### config.mk
export PLATFORM = sky130hd
export DESIGN_NAME = io_uart
export DESIGN_NICKNAME = d
export VERILOG_FILES = /design/src/rtl/io_uart.sv
export SDC_FILE = /design/constraint.sdc
export NUM_CORES = 1
export LEC_CHECK = 0
export BUFFER_PORTS_ARGS = -buffer_cell sky130_fd_sc_hd__buf_2
export CELL_PAD_IN_SITES_DETAIL_PLACEMENT = 1
export CELL_PAD_IN_SITES_GLOBAL_PLACEMENT = 2
export CORE_UTILIZATION = 35
export CTS_CLUSTER_SIZE = 14
export DETAILED_ROUTE_END_ITERATION = 16
export GPL_ROUTABILITY_DRIVEN = 0
export PLACE_DENSITY_LB_ADDON = 0.1
export SYNTH_ARGS = -nofsm -noshare
export SYNTH_HDL_FRONTEND = slang
export SYNTH_SLANG_ARGS = --single-unit
### constraint.sdc
create_clock -name CLK -period 2.85 [get_ports CLK]
set_input_delay 0.285 -clock CLK [delete_from_list [all_inputs] [get_ports CLK]]
set_output_delay 0.285 -clock CLK [all_outputs]
set_load 0.02 [all_outputs]
### src/rtl/io_uart.sv
// UART peripheral on the CPU I/O strobe group: 8N1 TX behind a FIFO, 8N1 RX with
// a one-byte holding register, programmable baud divisor. Register map decoded from UART_A.
module io_uart #(
  parameter int unsigned TXF_LOG2  = 3,
  parameter int unsigned DIV_RESET = 434
) (
  input  logic        CLK,
  input  logic        RESET,
  input  logic        UART_WE,
  input  logic        UART_RE,
  input  logic [2:0]  UART_A,
  input  logic [31:0] UART_WD,
  output logic [31:0] UART_RD,
  output logic        TXD,
  input  logic        RXD
);

  localparam int unsigned TXF_DEPTH = 1 << TXF_LOG2;

  typedef enum logic [1:0] {TX_IDLE, TX_START, TX_DATA, TX_STOP} tx_state_t;
  typedef enum logic [1:0] {RX_IDLE, RX_START, RX_DATA, RX_STOP} rx_state_t;

  logic        w_wr_data, w_wr_div, w_wr_ctrl, w_rd_pop;
  logic        w_unused_wd;
  logic [15:0] r_div;

  assign w_wr_data   = UART_WE && (UART_A == 3'd0);
  assign w_wr_div    = UART_WE && (UART_A == 3'd2);
  assign w_wr_ctrl   = UART_WE && (UART_A == 3'd3);
  assign w_rd_pop    = UART_RE && (UART_A == 3'd0);
  assign w_unused_wd = &{UART_WD[31:16], 1'b0};

  always_ff @(posedge CLK) begin
    if (RESET) begin
      r_div <= 16'(DIV_RESET);
    end else if (w_wr_div) begin
      r_div <= (UART_WD[15:1] == 15'd0) ? 16'd2 : UART_WD[15:0];
    end
  end

  // ---------------- TX FIFO ----------------
  logic [7:0]          r_fifo [TXF_DEPTH];
  logic [TXF_LOG2-1:0] r_wptr, r_rptr;
  logic [TXF_LOG2:0]   r_count;
  logic                w_full, w_empty, w_push, w_pop;
  logic [7:0]          w_fifo_head;

  assign w_full      = (r_count == (TXF_LOG2+1)'(TXF_DEPTH));
  assign w_empty     = (r_count == '0);
  assign w_push      = w_wr_data && !w_full;
  assign w_fifo_head = r_fifo[r_rptr];

  always_ff @(posedge CLK) begin
    if (w_push) r_fifo[r_wptr] <= UART_WD[7:0];
  end

  always_ff @(posedge CLK) begin
    if (RESET) begin
      r_wptr  <= '0;
      r_rptr  <= '0;
      r_count <= '0;
    end else begin
      if (w_push) r_wptr <= r_wptr + 1'b1;
      if (w_pop)  r_rptr <= r_rptr + 1'b1;
      case ({w_push, w_pop})
        2'b10:   r_count <= r_count + 1'b1;
        2'b01:   r_count <= r_count - 1'b1;
        default: r_count <= r_count;
      endcase
    end
  end

  // ---------------- TX FSM ----------------
  tx_state_t   r_tx_state, w_tx_next;
  logic [15:0] r_tx_cnt;
  logic [7:0]  r_tx_shift;
  logic [2:0]  r_tx_idx;
  logic        w_tx_tick, w_txd, w_tx_empty;

  assign w_tx_tick  = (r_tx_cnt == '0);
  assign w_tx_empty = w_empty && (r_tx_state == TX_IDLE);

  always_ff @(posedge CLK) begin
    if (RESET) r_tx_state <= TX_IDLE;
    else       r_tx_state <= w_tx_next;
  end

  // STOP expiry with a queued byte goes straight to START, leaving no idle cycle.
  always_comb begin
    w_tx_next = r_tx_state;
    case (r_tx_state)
      TX_IDLE:  if (!w_empty) w_tx_next = TX_START;
      TX_START: if (w_tx_tick) w_tx_next = TX_DATA;
      TX_DATA:  if (w_tx_tick && (r_tx_idx == 3'd7)) w_tx_next = TX_STOP;
      TX_STOP:  if (w_tx_tick) w_tx_next = w_empty ? TX_IDLE : TX_START;
      default:  w_tx_next = TX_IDLE;
    endcase
  end

  always_comb begin
    w_txd = 1'b1;
    w_pop = 1'b0;
    case (r_tx_state)
      TX_IDLE:  w_pop = !w_empty;
      TX_START: w_txd = 1'b0;
      TX_DATA:  w_txd = r_tx_shift[0];
      TX_STOP:  w_pop = w_tx_tick && !w_empty;
      default:  w_txd = 1'b1;
    endcase
  end

  always_ff @(posedge CLK) begin
    if (RESET) begin
      r_tx_cnt   <= '0;
      r_tx_shift <= '0;
      r_tx_idx   <= '0;
    end else begin
      case (r_tx_state)
        TX_IDLE: begin
          if (w_pop) begin
            r_tx_shift <= w_fifo_head;
            r_tx_cnt   <= r_div - 16'd1;
          end
        end
        TX_START: begin
          if (w_tx_tick) begin
            r_tx_cnt <= r_div - 16'd1;
            r_tx_idx <= '0;
          end else r_tx_cnt <= r_tx_cnt - 16'd1;
        end
        TX_DATA: begin
          if (w_tx_tick) begin
            r_tx_cnt   <= r_div - 16'd1;
            r_tx_idx   <= r_tx_idx + 3'd1;
            r_tx_shift <= r_tx_shift >> 1;
          end else r_tx_cnt <= r_tx_cnt - 16'd1;
        end
        default: begin
          if (w_tx_tick) begin
            if (w_pop) r_tx_shift <= w_fifo_head;
            r_tx_cnt <= r_div - 16'd1;
          end else r_tx_cnt <= r_tx_cnt - 16'd1;
        end
      endcase
    end
  end

  assign TXD = w_txd;

  // ---------------- RX ----------------
  logic        r_rx_s1, r_rx_s2, r_rx_prev;
  rx_state_t   r_rx_state, w_rx_next;
  logic [15:0] r_rx_cnt;
  logic [7:0]  r_rx_shift, r_rx_byte;
  logic [2:0]  r_rx_idx;
  logic        r_rx_valid, r_rx_overrun, r_rx_ferr;
  logic        w_rx_tick, w_rx_fall, w_rx_done_ok, w_rx_done_bad;

  assign w_rx_tick = (r_rx_cnt == '0);
  assign w_rx_fall = r_rx_prev && !r_rx_s2;

  always_ff @(posedge CLK) begin
    if (RESET) begin
      r_rx_s1    <= 1'b1;
      r_rx_s2    <= 1'b1;
      r_rx_prev  <= 1'b1;
      r_rx_state <= RX_IDLE;
    end else begin
      r_rx_s1    <= RXD;
      r_rx_s2    <= r_rx_s1;
      r_rx_prev  <= r_rx_s2;
      r_rx_state <= w_rx_next;
    end
  end

  always_comb begin
    w_rx_next = r_rx_state;
    case (r_rx_state)
      RX_IDLE:  if (w_rx_fall) w_rx_next = RX_START;
      RX_START: if (w_rx_tick) w_rx_next = r_rx_s2 ? RX_IDLE : RX_DATA;
      RX_DATA:  if (w_rx_tick && (r_rx_idx == 3'd7)) w_rx_next = RX_STOP;
      RX_STOP:  if (w_rx_tick) w_rx_next = RX_IDLE;
      default:  w_rx_next = RX_IDLE;
    endcase
  end

  always_comb begin
    w_rx_done_ok  = 1'b0;
    w_rx_done_bad = 1'b0;
    if (r_rx_state == RX_STOP && w_rx_tick) begin
      w_rx_done_ok  = r_rx_s2;
      w_rx_done_bad = !r_rx_s2;
    end
  end

  always_ff @(posedge CLK) begin
    if (RESET) begin
      r_rx_cnt   <= '0;
      r_rx_shift <= '0;
      r_rx_idx   <= '0;
    end else begin
      case (r_rx_state)
        RX_IDLE: if (w_rx_fall) r_rx_cnt <= {1'b0, r_div[15:1]} - 16'd1;
        RX_START: begin
          if (w_rx_tick) begin
            r_rx_cnt <= r_div - 16'd1;
            r_rx_idx <= '0;
          end else r_rx_cnt <= r_rx_cnt - 16'd1;
        end
        RX_DATA: begin
          if (w_rx_tick) begin
            r_rx_cnt   <= r_div - 16'd1;
            r_rx_idx   <= r_rx_idx + 3'd1;
            r_rx_shift <= {r_rx_s2, r_rx_shift[7:1]};
          end else r_rx_cnt <= r_rx_cnt - 16'd1;
        end
        default: if (!w_rx_tick) r_rx_cnt <= r_rx_cnt - 16'd1;
      endcase
    end
  end

  // A pop in the completion cycle frees the holding register for the new byte.
  always_ff @(posedge CLK) begin
    if (RESET) begin
      r_rx_byte    <= '0;
      r_rx_valid   <= 1'b0;
      r_rx_overrun <= 1'b0;
      r_rx_ferr    <= 1'b0;
    end else begin
      if (w_rx_done_ok && (!r_rx_valid || w_rd_pop)) begin
        r_rx_byte  <= r_rx_shift;
        r_rx_valid <= 1'b1;
      end else if (w_rd_pop) begin
        r_rx_valid <= 1'b0;
      end
      if (w_rx_done_ok && r_rx_valid && !w_rd_pop) r_rx_overrun <= 1'b1;
      else if (w_wr_ctrl && UART_WD[0])            r_rx_overrun <= 1'b0;
      if (w_rx_done_bad)                           r_rx_ferr <= 1'b1;
      else if (w_wr_ctrl && UART_WD[1])            r_rx_ferr <= 1'b0;
    end
  end

  always_comb begin
    UART_RD = '0;
    case (UART_A)
      3'd0:    UART_RD = {24'd0, r_rx_byte};
      3'd1:    UART_RD = {27'd0, r_rx_ferr, r_rx_overrun, r_rx_valid, w_tx_empty, w_full};
      3'd2:    UART_RD = {16'd0, r_div};
      default: UART_RD = '0;
    endcase
  end

endmodule
; After elaboration in Yosys (flattened, before gate mapping)
; Memory sizes are Yosys's and may differ from the RTL's. A register that Yosys moved wholly into a read port is not among the register bits.
; Cells that the tools add are included.
[word_totals]
out_inout_bits = 33
mem_bits_rw = 64
n_memories = 1
ff_bits = 98
word_cells = 147
[op_classes]
muxes = 46
reduce_logical = 44
bitwise = 1
add_sub_neg = 10
eq_ne = 26
[memory_table]
columns = memory, depth, width, rd, rd_clocked_by_memory_dff, wr, line
row1 = r_fifo, 8, 8, 1, 1, 1, 42  ; logic [7:0] r_fifo [TXF_DEPTH];
[op_table]
columns = cell, count
row1 = 16-bit two-way mux, 7
row2 = 16-bit case mux with 3 select lines, 1
row3 = "16-bit by 1-bit subtractor with 16-bit output, second input constant", 3
row4 = 16-bit logical NOT, 2
row5 = 16-bit case mux with 2 select lines, 1
row6 = 8-bit two-way mux, 3
row7 = 8-bit case mux with 3 select lines, 1
row8 = "2-bit != test, second input constant", 11
row9 = 2-bit two-way mux, 9
row10 = 3-bit two-way mux, 6
row11 = 1-bit logical AND, 16
row12 = 2-bit case mux with 4 select lines, 2
row13 = "15-bit by 1-bit subtractor with 16-bit output, second input constant", 1
row14 = 15-bit logical NOT, 1
row15 = 2-bit nonzero test, 7
row16 = "3-bit by 1-bit adder with 3-bit output, second input constant", 4
row17 = 3-bit case mux with 2 select lines, 2
row18 = 1-bit two-way mux, 11
row19 = "2-bit == test, second input constant", 5
row20 = 3-bit AND reduction, 3
row21 = 4-bit case mux with 2 select lines, 1
row22 = 4-bit AND reduction, 2
row23 = "2-bit by 1-bit == test with 1-bit output, second input constant", 3
row24 = "3-bit by 2-bit == test with 1-bit output, second input constant", 2
row25 = other kinds (15), 23

; Depth between registers and ports, before layout
[depth]
word_depth = 7
depth_mapped = 14
mapped_depth_nobuf = 13

; Worst setup path before layout
; OpenSTA, ideal clock, no wires.
[synth_timing]
path_type = reg-to-reg
startpoint = register r_tx_cnt[0]
endpoint = register r_count[2]
stages_incl_launch_ff = 15
setup_slack_ns = -0.003
path_buffers = 1
arrival_ns = 2.782
setup_ns = 0.070
path_cell_list = dfxtp_1 -> inv_1 -> ha_1 -> nor4b_4 -> and4_1 -> buf_2 -> a31oi_1 -> nor3_2 -> ha_1 -> xor2_1 -> ha_1 -> a21oi_1 -> xor2_1 -> or3_1 -> a21oi_1
[synth_via]
elab_chain_cells = 5
[synth_rtl]
columns = item, line
row1 = start: declaration, 75  ; logic [15:0] r_tx_cnt;
row2 = start signal: assignment, 122  ; r_tx_cnt <= r_div - 16'd1;
row3 = start signal: assignment, 127  ; r_tx_cnt <= r_div - 16'd1;
row4 = start signal: assignment, 129  ; end else r_tx_cnt <= r_tx_cnt - 16'd1;
row5 = 16-bit logical NOT *, 80  ; assign w_tx_tick = (r_tx_cnt == '0);
row6 = 1-bit logical AND *, 107  ; TX_STOP: w_pop = w_tx_tick && !w_empty;
row7 = 1-bit case mux with 2 select lines *, 103  ; case (r_tx_state)
row8 = net w_pop, 45  ; logic w_full, w_empty, w_push, w_pop;
row9 = 2-bit by 1-bit == test with 1-bit output or 2-bit == test (tied branches), 65  ; case ({w_push, w_pop})
row10 = 4-bit case mux with 2 select lines or 2-bit nonzero test (tied branches), -
row11 = end signal: assignment, 66  ; 2'b10: r_count <= r_count + 1'b1;
row12 = end signal: assignment, 67  ; 2'b01: r_count <= r_count - 1'b1;
row13 = end signal: assignment, 68  ; default: r_count <= r_count;
row14 = end: declaration, 44  ; logic [TXF_LOG2:0] r_count;
; Mark *: on every way through the listed nets, which the timed path passes. The rest lies on a longest branch.
; A chain may end at the register's enable or synchronous reset.

; Final worst setup path
; Same ends and word-level chain as after synthesis.

==> results_tabular.tex <==
\begin{tabular}{lr}
\hline
Metric & Value \\
\hline
\multicolumn{2}{l}{\textbf{Outcome}} \\
Status & finished clean \\
\multicolumn{2}{l}{\textbf{Pwr}} \\
Sw power & 3.46 mW \\
Total Power & 8.91 mW \\
Worst vdd ir & 333 uV \\
Clk network pwr share & 0.262 \\
Share of total power in sequential cells & 0.330 \\
LEAKAGE & around 3.7 nW \\
Internal portion of total power & 5.45 mW \\
Total power density per cell area & 884 nW/um\^{}2 \\
Comb power frac & 0.407 \\
Switching share of power & 0.389 \\
\multicolumn{2}{l}{\textbf{Logic synthesis}} \\
Yosys warning count & 0 \\
Cell type contributing the most total cell area after synthesis & sky130\_fd\_sc\_hd\_\_dfxtp\_1 \\
Fraction of synthesis flops using an asynchronous set or reset pin & 0 \\
Area share of fa/ha/maj cells after synthesis & 0.0331 \\
Mapped Cells & 909 \\
Post-synthesis share of cell area spent on and, or, nand and nor gates & 0.200 \\
Area contributors post-synth & sky130\_fd\_sc\_hd\_\_dfxtp\_1, sky130\_fd\_sc\_hd\_\_edfxtp\_1, sky130\_fd\_sc\_hd\_\_nand2\_1 \\
Fraction of the yosys area taken by sequential cells & 0.454 \\
Compound-cell area share of the yosys netlist & 0.138 \\
Predominant post-synthesis flop cell & sky130\_fd\_sc\_hd\_\_dfxtp\_1 \\
Top-area cell type share of the netlist area & 0.233 \\
Average footprint of a synthesized cell & 9.56 sq um \\
Post-Synthesis Cell Area & 8690 sq um \\
Number of enable flip-flop cells after synthesis & 64 \\
Flip-flop and latch count after synthesis & 165 \\
Fraction of synthesized cell area in xor and xnor cells & 0.0383 \\
Proportion of synthesized area in mux cells & 0.0877 \\
Main combinational cell family by area after synthesis & simple AND/OR/NAND/NOR gates \\
Unique cell type count in the Yosys netlist & between 80 and 90 \\
\multicolumn{2}{l}{\textbf{Final layout}} \\
Cell Count, Final, Fillers Out & roughly 1300 \\
Layout cells sized above 1 & 0.183 \\
Inserted Diodes & 0 \\
Most common library cell in the layout ignoring fill and taps & sky130\_fd\_sc\_hd\_\_nand2\_1 \\
Layout overhead on the synthesized area & 16.0\% \\
Top library cells by usage in the layout, fill and taps aside & sky130\_fd\_sc\_hd\_\_nand2\_1, sky130\_fd\_sc\_hd\_\_dfxtp\_1, sky130\_fd\_sc\_hd\_\_nor2\_1 \\
Total number of nets in the final design & 1025 \\
\multicolumn{2}{l}{\textbf{Placement}} \\
Detailed-placement wirelength estimate & 19.1 mm \\
Cell count after placement & 1264 \\
Number of port buffers & 40 \\
Worst-case setup slack after placement & -0.0698 ns \\
\multicolumn{2}{l}{\textbf{Clocking}} \\
TritonCTS Buffers & 17 \\
Clock tree from TritonCTS & yes \\
Cell chosen for the clock root & sky130\_fd\_sc\_hd\_\_clkbuf\_16 \\
CTS Hold Buffers Added & 0 \\
Clock slew at the register clock pins of the worst setup and hold paths & $\sim$0.080 ns \\
Number of levels the H-tree was split into & 4 \\
Number of clock sinks seen by CTS & approximately 170 \\
Clk\_lat worst skew & 0.43 ns \\
Buffer depth of the longest clock path & 2 \\
\multicolumn{2}{l}{\textbf{Setup path}} \\
Launch instance of the worst register-to-register path & r\_tx\_cnt[0] \\
Critical path data arrival time & 3.13 ns \\
Slowest cell on the critical path & sky130\_fd\_sc\_hd\_\_dfxtp\_4 \\
Critical Path Most Common Cell & sky130\_fd\_sc\_hd\_\_ha\_2 \\
Number of buffer and inverter stages on the critical path & 1 \\
Critical Path, Cell by Cell & inv\_4, ha\_4, nor4b\_4, and4\_4, a31oi\_4, nor3\_4, ha\_2, xor2\_2, ha\_2, a21oi\_1, xor2\_1, or3\_1, a21oi\_2 \\
Peak fanout along the critical path & 4 \\
Worst setup path start & r\_tx\_cnt[0] \\
Kind of cell with the highest combined delay on the critical path & simple AND/OR/NAND/NOR gates \\
Crit end category & flop \\
Largest stage delay on the critical path & 0.36 ns \\
Class of the most critical setup path & reg -> reg \\
Kind of start point of the critical path & flop \\
Data required time of the critical path & 3.22 ns \\
\multicolumn{2}{l}{\textbf{Min path}} \\
Startpoint of the worst hold path & RXD \\
Hold Path Class & in -> reg \\
\multicolumn{2}{l}{\textbf{Drt}} \\
Number of vias per cell & 5.39 \\
Violation count after the first detailed-route iteration & 389 \\
Per-cell routed wire length & 19.9 um \\
Vias & 6996 \\
DRT antenna net count & 0 \\
Total wirelength of the detailed-routed design & roughly 26 mm \\
DR pass1 iterations & 7 \\
Residual DRC count & 0 \\
\multicolumn{2}{l}{\textbf{Global routing}} \\
Wire length of the first global-routing pass & 40.4 mm \\
Maximum number of pins on one net before global-route repair & between 40 and 50 \\
Total Routing Usage GR & 0.205 \\
Number of antenna violations at the first check in global routing & 0 \\
Vias in the first global route & between 7000 and 8000 \\
Overall overflow remaining after global route & 0 \\
\multicolumn{2}{l}{\textbf{STA}} \\
Hold Vio Cnt, Final & 0 \\
Setup TNS & 0 ns \\
Period utilisation layout & 0.971 \\
Final setup violation count & 0 \\
WHS & 0.0366 ns \\
Post-layout min period & 2.77 ns \\
Unrepaired setup endpoints after global routing & yes \\
Relative max-transition margin & 0.504 \\
Worst clock skew & 0.0134 ns \\
Fmax & 0.361 GHz \\
Tightest Pin Transition & 0.737 ns \\
Final setup slack of the worst path & 0.0821 ns \\
Count of final max-slew check failures & 0 \\
\multicolumn{2}{l}{\textbf{Run}} \\
Max-cap violations & 0 \\
\multicolumn{2}{l}{\textbf{Die}} \\
I/O pin cnt & 73 \\
Number of core rows & 57 \\
Overall die area & 25500 sq um \\
Vertical extent of the die & approximately 160 um \\
Die outline width & between 150 and 200 um \\
Area of the core region & 24300 sq um \\
Starting utilization of the core area & 0.357 \\
\hline
\end{tabular}
==> worst reg2reg max path: stages (launching register included) <==
cell,delay (ns)
sky130_fd_sc_hd__dfxtp_4,0.36
sky130_fd_sc_hd__inv_4,0.06
sky130_fd_sc_hd__ha_4,0.12
sky130_fd_sc_hd__nor4b_4,0.22
sky130_fd_sc_hd__and4_4,0.30
sky130_fd_sc_hd__a31oi_4,0.11
sky130_fd_sc_hd__nor3_4,0.25
sky130_fd_sc_hd__ha_2,0.25
sky130_fd_sc_hd__xor2_2,0.16
sky130_fd_sc_hd__ha_2,0.19
sky130_fd_sc_hd__a21oi_1,0.05
sky130_fd_sc_hd__xor2_1,0.16
sky130_fd_sc_hd__or3_1,0.33
sky130_fd_sc_hd__a21oi_2,0.14
==> path summary, 6_finish.rpt <==
| path | depth (start not counted) | slack (ns) | to |
|---|---|---|---|
| setup / recovery | 13 | 0.08 | r_count[2] |
| hold / removal | 2 | 0.04 | r_rx_s1 |
| setup reg to reg | 13 | 0.08 | r_count[2] |
| hold reg to reg | 1 | 0.41 | r_rx_s2 |
==> power groups by stage <==
stage          clock network [mW]  registers, mW  logic, mW
3_3_place_gp                    0           2.96       3.37
3_5_place_dp                    0           2.98       3.48
2_1_floorplan                   0           2.91       2.48
5_1_grt                      2.48           2.98       3.98
6_report                     2.34           2.94       3.63
4_1_cts                      2.39           2.93       3.51
==> state kept, by name, summed over array words and instances (netlist names), named ones only <==
register	flops
r_count	4
r_div	16
r_fifo	64
r_rptr	3
r_rx_byte	8
r_rx_cnt	16
r_rx_ferr	1
r_rx_idx	3
r_rx_overrun	1
r_rx_prev	1
r_rx_s1	1
r_rx_s2	1
r_rx_shift	8
r_rx_state	1
r_rx_valid	1
r_tx_cnt	16
r_tx_idx	3
r_tx_shift	8
r_tx_state	2
r_wptr	3
==> area by class of cell <==
type	instances	area [sq um]
clock inverters	14	164
well taps	324	405
fillers	2773	14200
repair buffers	89	597
inverters	22	85.1
flip-flops and latches	165	3950
clock buffers	18	429
multi-input cells	667	4450
==> per-layer routing <==
metal,global-route usage,routed length (um),vias to the layer above
li1,-,-,3358
met1,0.282,12400,3508
met2,0.338,12300,113
met3,0.0320,860,17
met4,0.0511,298,0
met5,0,0,-
==> synth_stat cells, types with 14 or more instances <==
cell type	instances
sky130_fd_sc_hd__nand2_1	112
sky130_fd_sc_hd__dfxtp_1	101
sky130_fd_sc_hd__nor2_1	90
sky130_fd_sc_hd__a21oi_1	70
sky130_fd_sc_hd__edfxtp_1	64
sky130_fd_sc_hd__clkbuf_1	39
sky130_fd_sc_hd__mux2i_1	39
sky130_fd_sc_hd__o21ai_0	37
sky130_fd_sc_hd__nand3_1	25
sky130_fd_sc_hd__nor3_1	25
sky130_fd_sc_hd__xnor2_1	24
sky130_fd_sc_hd__ha_1	23
sky130_fd_sc_hd__inv_1	21
sky130_fd_sc_hd__buf_4	16
sky130_fd_sc_hd__mux4_2	16
sky130_fd_sc_hd__xor2_1	14
==> kinds of logic (layout without fill, tap and decap cells) <==
kind of cell               count (synthesis)  in the layout
and+or+nand+nor                          346            346
muxes                                     56             56
other                                      1             16
xor gates and xnor gates                  38             38
adders and majority gates                 23             23
buffers and inverters                     92            143
AOI/OAI and AO/OA                        188            188
DFF                                      165            165
==> timing repair <==
action / in CTS / in global routing
gates resized for setup: 1 / 16
endpoints found under the setup margin: 2 / 2
setup buffers: 0 / 3
pin swaps: 1 / 5
==> metrics by stage <==
stage / utilization / cell area [sq um]
after floorplan: - / 8770
after global placement: 0.386 / 9400
after detailed placement: 0.386 / 9400
after CTS: 0.411 / 9990
after global routing: 0.414 / 10100
final: 0.414 / 10100
Power figures use the tool's default switching activity.
